**src/rtl/ram_wr_fifo.sv**
```systemverilog
// Write-side front end for a 64-bit x 4K dual-port RAM: buffers valid/ready write
// requests in a small FIFO, drains one per clock, and flags read-after-write hazards.
module ram_wr_fifo #(
  parameter int RAM_WIDTH = 64,
  parameter int ADDR_SIZE = 12,
  parameter int DEPTH     = 8
) (
  input  logic                     clock,
  input  logic                     resetn,
  input  logic                     req_valid,
  output logic                     req_ready,
  input  logic [ADDR_SIZE-1:0]     req_addr,
  input  logic [RAM_WIDTH-1:0]     req_data,
  input  logic                     stall,
  output logic [ADDR_SIZE-1:0]     wr_address,
  output logic [RAM_WIDTH-1:0]     data_in,
  output logic                     write,
  input  logic [ADDR_SIZE-1:0]     rd_address,
  output logic                     hazard,
  output logic [$clog2(DEPTH):0]   count,
  output logic                     empty,
  output logic                     full
);

  localparam int PTR_W = $clog2(DEPTH);
  localparam int CNT_W = PTR_W + 1;

  logic [ADDR_SIZE-1:0] r_mem_addr [DEPTH];
  logic [RAM_WIDTH-1:0] r_mem_data [DEPTH];
  logic [PTR_W-1:0]     r_wr_ptr;
  logic [PTR_W-1:0]     r_rd_ptr;
  logic [CNT_W-1:0]     r_count;
  logic                 r_write;
  logic [ADDR_SIZE-1:0] r_wr_address;
  logic [RAM_WIDTH-1:0] r_data_in;

  logic                 w_empty;
  logic                 w_full;
  logic                 w_push;
  logic                 w_pop;
  logic                 w_hazard;
  logic [PTR_W-1:0]     w_offset;

  assign w_empty = (r_count == '0);
  assign w_full  = (r_count == CNT_W'(DEPTH));
  // Ready looks at occupancy only, so a full FIFO refuses a push even when it pops.
  assign w_push  = req_valid && !w_full;
  assign w_pop   = !w_empty && !stall;

  // NOTE: storage has no reset; occupancy is tracked by the pointers and count,
  // so stale contents are never observed and the array can map onto plain RAM cells.
  always_ff @(posedge clock) begin
    if (w_push) begin
      r_mem_addr[r_wr_ptr] <= req_addr;
      r_mem_data[r_wr_ptr] <= req_data;
    end
  end

  // NOTE: sequential state uses non-blocking assignments so every register
  // samples the pre-edge values, independent of statement order.
  always_ff @(posedge clock or negedge resetn) begin
    if (!resetn) begin
      r_wr_ptr <= '0;
      r_rd_ptr <= '0;
      r_count  <= '0;
    end else begin
      if (w_push) r_wr_ptr <= r_wr_ptr + 1'b1;
      if (w_pop)  r_rd_ptr <= r_rd_ptr + 1'b1;
      case ({w_push, w_pop})
        2'b10:   r_count <= r_count + 1'b1;
        2'b01:   r_count <= r_count - 1'b1;
        default: r_count <= r_count;
      endcase
    end
  end

  always_ff @(posedge clock or negedge resetn) begin
    if (!resetn) begin
      r_write      <= 1'b0;
      r_wr_address <= '0;
      r_data_in    <= '0;
    end else begin
      r_write <= w_pop;
      if (w_pop) begin
        r_wr_address <= r_mem_addr[r_rd_ptr];
        r_data_in    <= r_mem_data[r_rd_ptr];
      end
    end
  end

  // An entry is occupied when its distance from the read pointer is below count.
  // NOTE: every always_comb output gets a default first, so no path infers a latch.
  always_comb begin
    w_hazard = r_write && (rd_address == r_wr_address);
    w_offset = '0;
    for (int i = 0; i < DEPTH; i++) begin
      w_offset = PTR_W'(i) - r_rd_ptr;
      if (({1'b0, w_offset} < r_count) && (r_mem_addr[i] == rd_address))
        w_hazard = 1'b1;
    end
  end

  assign req_ready  = !w_full;
  assign empty      = w_empty;
  assign full       = w_full;
  assign count      = r_count;
  assign write      = r_write;
  assign wr_address = r_wr_address;
  assign data_in    = r_data_in;
  assign hazard     = w_hazard;

endmodule

```
**config.mk**
```make
export PLATFORM = sky130hd
export DESIGN_NAME = ram_wr_fifo
export DESIGN_NICKNAME = d
export VERILOG_FILES = /design/src/rtl/ram_wr_fifo.sv
export SDC_FILE = /design/constraint.sdc
export NUM_CORES = 1
export LEC_CHECK = 0
export CORE_MARGIN = 4
export CORE_UTILIZATION = 55
export DETAILED_ROUTE_END_ITERATION = 16
export PLACE_DENSITY = 0.75
export SETUP_SLACK_MARGIN = 0.1
export SLEW_MARGIN = 20
export SYNTH_ARGS = -nofsm -noshare
export SYNTH_HDL_FRONTEND = slang
export SYNTH_SLANG_ARGS = --single-unit
```
**constraint.sdc**
```tcl
create_clock -name clock -period 13.2 [get_ports clock]
set_input_delay 2.64 -clock clock [delete_from_list [all_inputs] [get_ports clock]]
set_output_delay 2.64 -clock clock [all_outputs]
set_load 0.01 [all_outputs]
```
# After elaboration in Yosys (flattened, before gate mapping)
# Memory sizes are Yosys's and may differ from the RTL's. A register that Yosys moved wholly into a read port is not among the register bits.
# Index checks and enable logic that the tools add are counted.
[totals]
ram_bits = 608
regBits = 11
latch_bits = 0
mem_count = 2
mem_bits_ro = 0
[memory_table]
columns = ["name", "depth", "width", "rd", "rd_ports_with_merged_regs", "write_ports", "line", "source"]
rows = [
  ["r_mem_data", 8, 64, 1, 1, 1, "29", "logic [RAM_WIDTH-1:0] r_mem_data [DEPTH];"],
  ["r_mem_addr", 8, 12, 9, 1, 1, "28", "logic [ADDR_SIZE-1:0] r_mem_addr [DEPTH];"],
]
[classes]
n_shift = 0
reduce_logical = 18
div = 0
n_mux = 11
add_sub_neg = 12
n_lt_le_gt_ge = 8
n_mul = 0
bitwise = 0
n_eq_ne = 12
[op_table]
columns = ["operator", "count"]
rows = [
  ["== test 12 bit", 9],
  ["< comparator 3 x 4 -> 1 bit", 8],
  ["subtractor 3 bit (first input constant)", 4],
  ["logical AND 1 bit", 11],
  ["2-to-1 mux 1 bit", 10],
  ["case mux 4 bit (2 select lines)", 1],
  ["adder 3 x 1 -> 3 bit (second input constant)", 2],
  ["subtractor 1 x 3 -> 3 bit (first input constant)", 2],
  ["subtractor 2 x 3 -> 3 bit (first input constant)", 2],
  ["zero test 1 bit", 5],
  ["adder 4 x 1 -> 4 bit (second input constant)", 1],
  ["== test 4 bit (second input constant)", 1],
  ["zero test 4 bit", 1],
  ["subtractor 4 x 1 -> 4 bit (second input constant)", 1],
  ["== test 2 x 1 -> 1 bit (second input constant)", 1],
  ["== test 2 bit (second input constant)", 1],
  ["nonzero test 2 bit", 1],
]

# Longest topological paths before layout
[depth]
word_depth = 11
ltp_mapped = 12
depth_no_buf = 10

# Least setup slack after synthesis
# No wires, ideal clock.
[synth_timing]
path_kind = "input to register"
from = "input req_valid"
to = "memory r_mem_addr[0][0] (enable)"
t_arrival_ns = 9.994
stages = 2
required_ns = 12.503
setup_time_ns = 0.697
setup_slack_ns = 2.509
path_buffers = 0
path_cell_list = "nand2_1 > nor4_1"
[synth_between]
elab_chain_cells = 3
[synth_rtl]
columns = ["element", "line", "source"]
rows = [
  ["from (decl)", "10", "input logic req_valid,"],
  ["logical AND 1 bit", "47", "assign w_push = req_valid && !w_full;"],
  ["2-to-1 mux 1 bit", "53", "if (w_push) begin"],
  ["2-to-1 mux 1 bit (implied by the code)", "54", "r_mem_addr[r_wr_ptr] <= req_addr;"],
  ["to (decl)", "28", ""],
]
# No other way between the ends.

# Worst setup path after layout
[layout_timing]
from = "input rd_address[6]"
to = "output hazard"
[layout_between]
elab_chain_cells = 10
elab_cells_between_ends = 26
cone_classes = "eq/ne: 9; mux: 8; reduce/logical: 9"
[layout_rtl]
columns = ["element", "line", "source"]
rows = [
  ["from (decl)", "18", "input logic [ADDR_SIZE-1:0] rd_address,"],
  ["== test 12 bit (on tied branches)", "94, 98", ""],
  ["logical AND 1 bit (on tied branches)", "94, 98", ""],
  ["2-to-1 mux 1 bit (7 in series)", "98", "if (({1'b0, w_offset} < r_count) && (r_mem_addr[i] == rd_address))"],
  ["2-to-1 mux 1 bit *", "98", ""],
  ["to (decl)", "19", "output logic hazard,"],
]
# Every way passes the cells marked *; elsewhere a longest branch is shown, timed or not.

==> out/qor.csv <==
metric;value;unit
ranking of synthesized cells by area;edfxtp_1, mux2i_1, dfrtp_1;
GR Overflow Total;0;
drt pass-1 iters;5;
Clock power frac;0.282;
Synth Area in XOR/XNOR;0.0371;
setup tns final;0;ns
Vias/cell;5.95;
Placed Cells;2498;
critical path endpoint category;output pin;
post-synthesis sequential area ratio;0.734;
CTS Buf Count;69;
Core ar.;0.0501;sq mm
first-pass GRT wire length;99700;um
area grow syn2layout;16.8;%
most frequently used flop master after synthesis;edfxtp_1;
die area;0.0543;sq mm
Combinational Power Share;0.293;
DRC viols;0;
P_leak;12.0;nW
outcome;completed;
RSZ-0062 raised after global routing;no;
DR WL/cell;25.6;um
All-Layer GR Usage;0.247;
number of flops mapped to enable cells by yosys;608;
Post-CTS Resized;0;
initial antenna violation count;7;
path type of the worst setup path;in2out;
Max Slew Vio Count;0;
ys async rst share;0.125;
relative slew slack;0.271;
Post-Route Skew;0.0216;ns
count of final setup violators;0;
Post-DP HPWL;37300;um
portion of netlist area occupied by mux cells;0.110;
die width;233;um
Post-Synthesis Cells;1719;
largest net degree at the start of global routing;142;
slowest CP cell;clkdlybuf4s50_1;
fraction of layout cells with a size suffix above 1;0.0763;
Synth top area share;0.656;
nature of the critical path startpoint;input port;
clock latency on the worst-skew pair;0.60;ns
clk sink count;695;
main combinational cell family by area after synthesis;multiplexers;
critical path cell sequence;clkdlybuf4s50_1 -> xor2_1 -> nor4_1 -> nand3_1 -> a211oi_1 -> nor3_1 -> nand3_1 -> clkdlybuf4s50_1;
CP Max Fanout;9;
CTS Hold Bufs;0;
cell internal pwr;4.91;mW
adder-cell area share of the yosys netlist;0.00881;
Hold Crit Class;reg2reg;
Final Hold Violating Endpoints;0;
Worst-Margin Slew;1.09;ns
post-synthesis register bit count;695;
Simple-Gate Fraction of Synth Area;0.0348;
Sw Ratio;0.320;
syn_nets;1830;
Placer Congestion;0.898;
Synth Area in Compound Gates;0.0524;
DP Worst Slack;5.07;ns
vias in the first global route;15900;
CTS clock-pin slew for the worst setup and hold paths;0.06;ns
total power;7.22;mW
slack of the critical path;5.01;ns
biggest area consumer among synthesized cells;edfxtp_1;
Post-Layout Cell Count;2626;
Tmin final;8.19;ns
arrival time worst endpoint;5.55;ns
Root Buffer;clkbuf_16;
top cells by count, synth;edfxtp_1, mux2i_1, nand2_1;
Die Height;233;um
Max-Cap Viols;0;
Req. time, crit path;10.56;ns
Final ANT Viol Nets;0;
worst path bufs/invs;2;
DR vias;15600;
Reg power frac;0.425;
pwr/cell area;222;mW/mm^2
Post-Synthesis Cell Area;0.0278;sq mm
worst vdd ir;0.000144;V
count leader, synth;edfxtp_1;
Starting Density;0.556;
# nets final;2008;
Iter 0 DRT Violations;1371;
H-Tree Depth;3;
Psw;2.31;mW
number of cell rows;82;
family with the most delay on the worst path;buffers and inverters;
Final period util;0.620;
Top Ports;177;
synth unique cells;33;
Clock Tree Buf Depth;3;
Worst path max stage delay;0.74;ns
Port Buffers;176;
Routed WL;67300;um
synthesized area per cell;16.2;sq um
Yosys warnings;0;
achievable clock frequency;0.122;GHz
post-CTS setup buffer count;0;
final design utilization;0.649;
CTS tree;built;
cell usage in the layout (no fill, tap or decap), drive strengths merged, types with 6 or more instances in the layout:
cell type / instances
mux2i: 304
dfrtp: 87
nor4: 27
edfxtp: 608
ha: 18
clkdlybuf4s50: 175
xor2: 95
nand3: 13
clkbuf: 100
nand2: 164
bufinv: 9
buf: 28
nand4: 6
o22ai: 153
o21ai: 80
inv: 18
clkinv: 13
xnor2: 23
layer usage:
| layer | GRT usage | part of all wire |
|---|---|---|
| met1 | 0.335 | 0.42 |
| met2 | 0.405 | 0.49 |
| met3 | 0.0533 | 0.069 |
| met4 | 0.0794 | 0.022 |
| met5 | 0 | 0.0010 |
state kept, by name, indices dropped and copies added, names as in the netlist:
register	cells
write	1
count	4
r_mem_addr	96
r_rd_ptr	3
r_wr_ptr	3
r_mem_data	512
data_in	64
wr_address	12
area by class of cell:
type / instances / area (sq um)
multi-input combinational: 915 / 6840
timing repair buffer: 203 / 1970
sequential: 695 / 20400
antenna: 1 / 2.50
clock inverter: 27 / 390
tap: 672 / 841
inverter: 13 / 48.8
fill: 3558 / 17600
clock buffer: 100 / 1980
tightest hold or removal path: stages, from the launching register on:
cell and delay [ns]:
dfrtp_1 0.34, nand2_1 0.05, nand2_1 0.05
power groups by stage:
stage	registers [mW]	logic [mW]	clock network, mW
2_1_floorplan	3.09	1.35	0
3_3_place_gp	3.10	2.08	0
3_5_place_dp	3.11	2.11	0
4_1_cts	3.07	2.13	2.07
5_1_grt	3.10	2.28	2.16
6_report	3.07	2.12	2.03
worst paths after layout:
kind	end	cells past startpoint	from	slack [ns]
max	hazard	8	rd_address[6]	5.01
min reg2reg	data_in[1]	2	data_in[1]	0.47
min in group asynchronous	data_in[43]	1	resetn	2.19
max in group asynchronous	r_rd_ptr[0]	2	resetn	9.81
max reg2reg	data_in[56]	7	r_rd_ptr[0]	8.51
min	data_in[1]	2	data_in[1]	0.47
cells by family (layout without fill, tap and decap cells):
group / Yosys count / count (layout)
and+or+nand+nor: 225 / 225
AOI/OAI and AO/OA: 248 / 248
xor gates and xnor gates: 118 / 118
DFF: 695 / 695
muxes: 305 / 305
buffers and inverters: 109 / 343
adders and majority gates: 19 / 19
other: 0 / 1
per-stage QoR:
| stage | hold WS [ns] | instance area (sq um) |
|---|---|---|
| 3_3_place_gp | 0.459 | 30100 |
| 2_1_floorplan | 0.508 | 27800 |
| 3_5_place_dp | 0.461 | 30100 |
| 4_1_cts | 0.476 | 32500 |
| 5_1_grt | 0.498 | 32500 |
| 6_report | 0.472 | 32500 |
No activity file was read; power rests on OpenSTA's default activity.
